==> src/rtl/dcache_if.sv <==
// dcache_if: bundles the CPU-side request/response signals and the
// memory-side block transfer signals of the data cache.
//   slave  : cache view (takes CPU requests and memory responses)
//   master : environment view (CPU plus memory)
// Ports (all logic):
//   read, write, address[7:0], writedata[7:0] : CPU request
//   readdata[7:0], busywait                   : CPU response / stall
//   mem_read, mem_write                       : block fetch / write-back request
//   mem_address[7-OFFSET_BITS:0]              : block address {tag,index}
//   mem_writedata[31:0], mem_readdata[31:0]   : block data, byte 0 in [7:0]
//   mem_busywait                              : memory busy
interface dcache_if #(
  parameter int OFFSET_BITS = 2
);
  logic                   read;
  logic                   write;
  logic [7:0]             address;
  logic [7:0]             writedata;
  logic [7:0]             readdata;
  logic                   busywait;
  logic                   mem_read;
  logic                   mem_write;
  logic [7-OFFSET_BITS:0] mem_address;
  logic [31:0]            mem_writedata;
  logic [31:0]            mem_readdata;
  logic                   mem_busywait;

  modport slave (
    input  read, write, address, writedata, mem_readdata, mem_busywait,
    output readdata, busywait, mem_read, mem_write, mem_address, mem_writedata
  );

  modport master (
    output read, write, address, writedata, mem_readdata, mem_busywait,
    input  readdata, busywait, mem_read, mem_write, mem_address, mem_writedata
  );
endinterface

==> src/rtl/dcache.sv <==
// dcache: direct-mapped, write-back, write-allocate data cache with one
// 32-bit block per line. Hits complete in the request cycle; misses stall
// the CPU through busywait while the FSM writes back a dirty victim, fetches
// the block and installs it. The CPU request is re-evaluated in IDLE, where
// it then hits.
// Ports:
//   clk   : sole clock, rising edge
//   rst_n : asynchronous active-low reset (clears valid/dirty, forces IDLE)
//   bus   : dcache_if.slave, CPU and memory sides
//
// state      | meaning
// -----------+---------------------------------------------------------
// IDLE       | serve hits; on miss choose write-back or fetch
// WRITE_BACK | write the dirty victim block to memory
// FETCH      | read the requested block from memory into fetch_buf
// UPDATE     | install fetch_buf as the line (valid=1, dirty=0)
module dcache #(
  parameter int INDEX_BITS  = 3,
  parameter int OFFSET_BITS = 2
) (
  input logic     clk,
  input logic     rst_n,
  dcache_if.slave bus
);
  localparam int TAG_BITS = 8 - INDEX_BITS - OFFSET_BITS;
  localparam int LINES    = 1 << INDEX_BITS;

  typedef enum logic [1:0] {IDLE, WRITE_BACK, FETCH, UPDATE} state_t;

  state_t state, state_nx;

  logic [LINES-1:0]    valid;
  logic [LINES-1:0]    dirty;
  logic [TAG_BITS-1:0] tag_arr  [LINES];
  logic [31:0]         data_arr [LINES];
  logic [31:0]         fetch_buf;

  logic [TAG_BITS-1:0]    tag;
  logic [INDEX_BITS-1:0]  index;
  logic [OFFSET_BITS-1:0] offset;
  logic [31:0]            line;
  logic                   req;
  logic                   hit;
  logic                   wr_hit;

  assign tag    = bus.address[7 -: TAG_BITS];
  assign index  = bus.address[OFFSET_BITS +: INDEX_BITS];
  assign offset = bus.address[OFFSET_BITS-1:0];
  assign line   = data_arr[index];
  assign req    = bus.read | bus.write;
  assign hit    = valid[index] && (tag_arr[index] == tag);
  // READ together with WRITE falls through to the write path here.
  assign wr_hit = (state == IDLE) && bus.write && hit;

  assign bus.readdata = line[{offset, 3'b000} +: 8];

  always_ff @(posedge clk or negedge rst_n) begin
    if (!rst_n) state <= IDLE;
    else        state <= state_nx;
  end

  always_comb begin
    state_nx          = state;
    bus.busywait      = 1'b1;
    bus.mem_read      = 1'b0;
    bus.mem_write     = 1'b0;
    bus.mem_address   = {tag, index};
    bus.mem_writedata = line;
    unique case (state)
      IDLE: begin
        bus.busywait = req && !hit;
        if (req && !hit)
          state_nx = (valid[index] && dirty[index]) ? WRITE_BACK : FETCH;
      end
      WRITE_BACK: begin
        bus.mem_write   = 1'b1;
        bus.mem_address = {tag_arr[index], index};
        if (!bus.mem_busywait) state_nx = FETCH;
      end
      FETCH: begin
        bus.mem_read = 1'b1;
        if (!bus.mem_busywait) state_nx = UPDATE;
      end
      UPDATE: state_nx = IDLE;
    endcase
  end

  // Line status: only these bits need reset; the arrays below are don't-care
  // while their valid bit is low.
  always_ff @(posedge clk or negedge rst_n) begin
    if (!rst_n) begin
      valid <= '0;
      dirty <= '0;
    end else if (wr_hit) begin
      dirty[index] <= 1'b1;
    end else if (state == UPDATE) begin
      valid[index] <= 1'b1;
      dirty[index] <= 1'b0;
    end
  end

  always_ff @(posedge clk) begin
    if (state == FETCH && !bus.mem_busywait) fetch_buf <= bus.mem_readdata;
    if (wr_hit) begin
      data_arr[index][{offset, 3'b000} +: 8] <= bus.writedata;
    end else if (state == UPDATE) begin
      data_arr[index] <= fetch_buf;
      tag_arr[index]  <= tag;
    end
  end
endmodule

==> src/flat_wrapper.sv <==
// flat-port wrapper written by rule: the top's interface ports become plain ports
module dcache_flat 
#(
  parameter int INDEX_BITS  = 3,
  parameter int OFFSET_BITS = 2
)
  (clk, rst_n, bus_read, bus_write, bus_address, bus_writedata, bus_mem_readdata, bus_mem_busywait, bus_readdata, bus_busywait, bus_mem_read, bus_mem_write, bus_mem_address, bus_mem_writedata);
  dcache_if #(.OFFSET_BITS(OFFSET_BITS)) bus_i ();
  input logic clk;
  input logic rst_n;
  input wire logic [$bits(bus_i.read)-1:0] bus_read;
  input wire logic [$bits(bus_i.write)-1:0] bus_write;
  input wire logic [$bits(bus_i.address)-1:0] bus_address;
  input wire logic [$bits(bus_i.writedata)-1:0] bus_writedata;
  input wire logic [$bits(bus_i.mem_readdata)-1:0] bus_mem_readdata;
  input wire logic [$bits(bus_i.mem_busywait)-1:0] bus_mem_busywait;
  output wire logic [$bits(bus_i.readdata)-1:0] bus_readdata;
  output wire logic [$bits(bus_i.busywait)-1:0] bus_busywait;
  output wire logic [$bits(bus_i.mem_read)-1:0] bus_mem_read;
  output wire logic [$bits(bus_i.mem_write)-1:0] bus_mem_write;
  output wire logic [$bits(bus_i.mem_address)-1:0] bus_mem_address;
  output wire logic [$bits(bus_i.mem_writedata)-1:0] bus_mem_writedata;
  assign bus_i.read = bus_read;
  assign bus_i.write = bus_write;
  assign bus_i.address = bus_address;
  assign bus_i.writedata = bus_writedata;
  assign bus_i.mem_readdata = bus_mem_readdata;
  assign bus_i.mem_busywait = bus_mem_busywait;
  assign bus_readdata = bus_i.readdata;
  assign bus_busywait = bus_i.busywait;
  assign bus_mem_read = bus_i.mem_read;
  assign bus_mem_write = bus_i.mem_write;
  assign bus_mem_address = bus_i.mem_address;
  assign bus_mem_writedata = bus_i.mem_writedata;
  dcache #(.INDEX_BITS(INDEX_BITS), .OFFSET_BITS(OFFSET_BITS)) u_core (.clk(clk), .rst_n(rst_n), .bus(bus_i));
endmodule
==> config.mk <==
export PLATFORM = sky130hd
export DESIGN_NAME = dcache_flat
export DESIGN_NICKNAME = d
export VERILOG_FILES = /design/src/rtl/dcache_if.sv /design/src/rtl/dcache.sv /design/src/flat_wrapper.sv
export SDC_FILE = /design/constraint.sdc
export NUM_CORES = 1
export LEC_CHECK = 0
export ABC_AREA = 1
export ABC_CLOCK_PERIOD_IN_PS = 3100
export BUFFER_PORTS_ARGS = -buffer_cell sky130_fd_sc_hd__buf_2
export CAP_MARGIN = 0
export CORE_ASPECT_RATIO = 1.5
export CORE_UTILIZATION = 42
export CTS_BUF_LIST = sky130_fd_sc_hd__clkbuf_4 sky130_fd_sc_hd__clkbuf_8
export DETAILED_ROUTE_END_ITERATION = 10
export GPL_ROUTABILITY_DRIVEN = 0
export PLACE_DENSITY = 0.59
export SYNTH_ARGS = -nofsm -noshare
export SYNTH_HDL_FRONTEND = slang
export SYNTH_SLANG_ARGS = --single-unit
==> constraint.sdc <==
create_clock -name clk -period 3.1 [get_ports clk]
set_input_delay 0.31 -clock clk [delete_from_list [all_inputs] [get_ports clk]]
set_output_delay 0.31 -clock clk [all_outputs]
set_load 0.02 [all_outputs]
# ---- Word level (Yosys, flattened, before mapping)
# Memories as Yosys holds them, arrays and structs flattened.
# Index checks and enable logic that the tools add are counted.
dict set report op_classes {
  mux 54
  bitwise_logic 38
  order_cmp 2
  n_eq_ne 7
  n_addsub 1
  reduce_logical 13
  n_shift 3
}
# operator n
set ops {}
lappend ops {{two-way mux 1 bit} 42}
lappend ops {{bitwise OR 1 bit} 33}
lappend ops {{two-way mux 32 bit} 1}
lappend ops {{variable shift 8 x 7 -> 32 bit, first input constant} 1}
lappend ops {{indexed part select 32 x 6 -> 8 bit} 1}
lappend ops {{indexed part select 8 x 7 -> 32 bit} 1}
lappend ops {{two-way mux 8 bit} 2}
lappend ops {{bitwise OR 8 bit} 2}
lappend ops {{bitwise AND 8 bit} 1}
lappend ops {{two-way mux 2 bit} 4}
lappend ops {{inverter 8 bit} 1}
lappend ops {{case mux 2 bit (4 select lines)} 1}
lappend ops {{logical AND 1 bit} 7}
lappend ops {{negation 5 -> 7 bit} 1}
lappend ops {{binary-select mux 1 bit (select 3 bit)} 2}
lappend ops {{two-way mux 6 bit} 1}
lappend ops {{!= test 2 bit, second input constant} 3}
lappend ops {{== test 2 bit, second input constant} 2}
lappend ops {{< comparator 3 x 4 -> 1 bit, second input constant} 1}
lappend ops {{demux 1 bit (select 3 bit)} 1}
lappend ops {{== test 3 bit} 1}
lappend ops {{greater-or-equal comparator 3 x 1 -> 1 bit, second input constant} 1}
lappend ops {{AND reduction 3 bit} 1}
lappend ops {{== test 2 x 1 -> 1 bit, second input constant} 1}
lappend ops {{other kinds (5)} 6}
dict set report word_totals {
  in_bits 53
  mem_bits_rw 280
  mem_count 2
  ff_bits 50
  elab_cells 124
}
# name words word_bits rd rd_clocked_by_memory_dff wr line_no
set memory_table {}
lappend memory_table {u_core.data_arr 8 32 1 0 1 dcache.sv:35} ;# logic [31:0] data_arr [LINES];
lappend memory_table {u_core.tag_arr 8 3 1 0 1 dcache.sv:34} ;# logic [TAG_BITS-1:0] tag_arr [LINES];

# ---- Depth between registers and ports, before layout
dict set report logic_depth {
  ltp_word 8
  mapped_depth 14
  mapped_depth_nobuf 13
}

# ---- Worst setup path after synthesis
# OpenSTA, ideal clock, no wires.
dict set report synth_timing {
  kind {register to register}
  from {register u_core.state[0]}
  to {register u_core.fetch_buf[0] (enable)}
  arrival_time_ns 2.220
  slack_ns 0.459
  path_stages_with_launch 5
  required_time_ns 2.679
  cell_sequence {dfrtp_1 -> inv_1 -> ha_1 -> inv_1 -> nor2_1}
}
dict set report synth_between {
  elab_chain_len 2
}
# item line_no
set synth_rtl {}
lappend synth_rtl {{start, declared} dcache.sv:30} ;# state_t state, state_nx;
lappend synth_rtl {{start signal, assigned} dcache.sv:59} ;# else state <= state_nx;
lappend synth_rtl {{== test 2 bit} dcache.sv:103} ;# if (state == FETCH && !bus.mem_busywait) fetch_buf <= bus.mem_readdata;
lappend synth_rtl {{logical AND 1 bit} dcache.sv:103}
lappend synth_rtl {{end signal, assigned} dcache.sv:103}
lappend synth_rtl {{end, declared} dcache.sv:36} ;# logic [31:0] fetch_buf;
# No other way between the ends.
# A chain may end at the register's enable or synchronous reset.

# ---- Worst setup path after layout
dict set report layout_timing {
  from {input port bus_address[3]}
  to {output port bus_readdata[5]}
}
dict set report layout_between {
  elab_chain_len 2
}
# item line_no
set layout_rtl {}
lappend layout_rtl {{start, declared} flat_wrapper.sv:13} ;# input wire logic [$bits(bus_i.address)-1:0] bus_address;
lappend layout_rtl {{memory read (8 x 32 bit)} -}
lappend layout_rtl {{indexed part select 32 x 6 -> 8 bit} dcache.sv:55} ;# assign bus.readdata = line[{offset, 3'b000} +: 8];
lappend layout_rtl {{end, declared} flat_wrapper.sv:17} ;# output wire logic [$bits(bus_i.readdata)-1:0] bus_readdata;
# No other way between the ends.

==> qor.txt <==
status - complete, no violations
initial core utilization - 42.9%
# setup viols final - 0
nets - 1,490
Peak VDD IR - 0.400 mV
drt first pass iters - 5
sequential element share of the synthesized area - 70.0%
max-cap violations - 0
Syn Nets - 1,293
Leakage Power - 6.91 nW
Slew Viols, Final - 0
Min Clock Period, post-route - 2.85 ns
first-pass GRT wire length - 57,500 um
final WL - 39,200 um
#FFs+latches synth - 330
CTS buffer count - 48
worst hold slack - 0.0905 ns
clk slew on worst S/H paths - 0.06 ns
FMAX - 351 MHz
share of layout cells above drive strength 1 - 20.4%
placed cells - 1,759
CORE AREA - 32,700 um^2
Hold Path Class - in -> reg
vias in the first global route - 9,643
Routed Antenna Nets - 0
First DRT Iteration DRCs - 662
Remaining DRCs - 0
sw power - 3.10 mW
Area contributors post-synth - edfxtp_1 67%, nand2_1 8.7%, inv_1 3.6%
clk_skew - 0.0308 ns
Distinct cells, synth - 37
die span in x - 151 um
Clk pwr share - 31.6%
IO Pins - 102
multi-input logic area - 3380 um^2
Mapped Avg Cell Area - 11.4 um^2
Fin. Hold Viols - 0
largest net degree at the start of global routing - 33
CTS Buffer Depth - 3
Mapped Cells - 1,230
die area - 34,200 um^2
Setup TNS Final - 0 ns
# fillers - 2,916
internal power - 7.83 mW
Worst-Margin Slew - 0.952 ns
critical path fanouts, max - 23
FF+latch area - 9820 um^2
initial antenna violation count - 0
routed via count - 9,825
Total GRT Usage - 23.7%
via density per instance - 5.23
EDFF count, synth - 312
crit path kind - in -> out
Post-Layout Cell Count - 1,877
Power, Total - 10.9 mW
WP data required - 2.79 ns
Yosys warning count - 0
Worst Setup End Kind - primary output
Sink Count - 330
root buffer cell - clkbuf_8
commonest cells in the netlist - 324 x nand2_1, 312 x edfxtp_1, 133 x inv_1, 92 x nor2_1, 85 x nand3_1
Logic pwr share - 17.4%
diode count - 0
H-tree depth - 2
row count - 81
Die Ht - 226 um
post-DP HPWL - 27,300 um
period utilisation layout - 91.9%
Post-synth ARST share - 5.45%
Slew HR - 36.4%
port bufs - 101
CP arrival - 2.54 ns
global route overflow - 0
Top FF cell, synth - edfxtp_1
RSZ-0062 raised after global routing - false
Net Sw Frac - 28.3%
Cell Pwr Density - 654 nW/um^2
fraction of power consumed by sequential logic - 51.0%
later-pin clock latency in the skew report - 0.59 ns
Synth area leader - edfxtp_1
most frequent cell after synthesis - nand2_1
post-CTS setup repair buffer count - 0
Cell Area, Synth - 14,000 um^2
top-area cell type share of the netlist area - 66.7%
WL per Instance - 20.9 um
TritonCTS clock tree - built
Syn-to-layout area delta - 18.9%
CP Launch Type - primary input
state kept, by name (all words and copies together) (netlist names), named ones only:
signal            cells
u_core.data_arr     256
u_core.fetch_buf     32
u_core.tag_arr       24
u_core.valid          8
u_core.state          2
final cells by class:
cell class	instances	share of cell area [%]
repair buffers	202	8.52
clock buffers	71	5.14
flip-flops and latches	330	58.8
clock inverters	14	0.570
multi-input cells	687	20.3
well taps	415	3.11
inverters	158	3.55
through the flow:
step	setup slack, ns	util [%]	area, um^2
after floorplan	0.459	-	14000
after global routing	0.120	51.0	16700
after global placement	0.217	47.1	15400
final	0.252	51.0	16700
after CTS	0.280	51.0	16700
after detailed placement	0.206	47.1	15400
power by group through the flow:
stage               logic (mW)  clock network, mW  registers (mW)
floorplan                 1.16                  0            5.63
global placement          1.85                  0            5.65
detailed placement        1.88                  0            5.66
CTS                       1.91               3.51            5.57
global route              2.09               3.71            5.59
finish                    1.90               3.45            5.57
kinds of logic (layout without fill, tap and decap cells):
| logic type | after synthesis | after routing | share of synthesized area [%] |
|---|---|---|---|
| AO/OA/AOI/OAI | 109 | 109 | 5.66 |
| adder cells (fa/ha/maj) | 10 | 10 | 0.891 |
| buffers and inverters | 213 | 445 | 6.07 |
| flip-flops | 330 | 330 | 70.0 |
| multiplexers | 1 | 1 | 0.0713 |
| AND/OR/NAND/NOR | 567 | 567 | 17.4 |
repair_timing:
action                                 CTS  global route
endpoints found under the hold margin   50             0
resized for setup                        0             0
hold buffers                            33             0
worst max-delay path, cell delays in order:
cell and delay [ns]:
buf_2 0.20, inv_2 0.10, nor2_2 0.22, nand2_1 0.12, inv_2 0.51, buf_4 0.26, a22oi_1 0.07, nand3b_1 0.17
o211ai_1 0.19, nand2_1 0.19, buf_2 0.19
cell usage in the layout (no fill, tap or decap), types with 3 or more instances in the layout:
cell type / count
a211oi_1: 13
a21oi_1: 6
a221oi_1: 11
a22o_1: 19
a22oi_1: 11
a32o_1: 4
and3_1: 3
buf_12: 6
buf_2: 101
buf_4: 62
clkbuf_4: 19
clkbuf_8: 52
clkinv_1: 10
clkinv_2: 3
dfrtp_1: 18
dlygate4sd3_1: 33
edfxtp_1: 312
ha_1: 9
inv_1: 133
inv_2: 22
nand2_1: 324
nand2_2: 7
nand3_1: 85
nand3_2: 9
nand3b_1: 3
nand4_1: 27
nor2_1: 88
nor2_2: 7
nor2_4: 3
nor3_1: 9
o211ai_1: 4
o21ai_0: 21
o22ai_1: 9
o2bb2ai_1: 4
per-layer routing:
layer	vias up	wire length (um)	global-route usage, %
met5	-	0	0
met4	0	1490	10.9
met3	82	2010	3.62
met2	343	20700	42.4
met1	4785	15000	27.6
li1	4615	-	-
path summary, 6_finish.rpt:
path	endpoint	cells past startpoint	from	slack (ns)
max in group asynchronous	u_core.valid[2]$_DFFE_PN0P_	2	rst_n	2.57
worst max-delay path	bus_readdata[5]	11	bus_address[3]	0.25
worst max register to register	u_core.data_arr[7][21]$_DFFE_PP_	11	u_core.tag_arr[1][0]$_DFFE_PP_	0.61
worst min register to register	u_core.valid[0]$_DFFE_PN0P_	2	u_core.valid[0]$_DFFE_PN0P_	0.46
worst min-delay path	u_core.tag_arr[5][0]$_DFFE_PP_	1	bus_address[5]	0.09
min in group asynchronous	async pin	2	rst_n	0.20
Note: power is estimated with default switching activity, not from simulation.
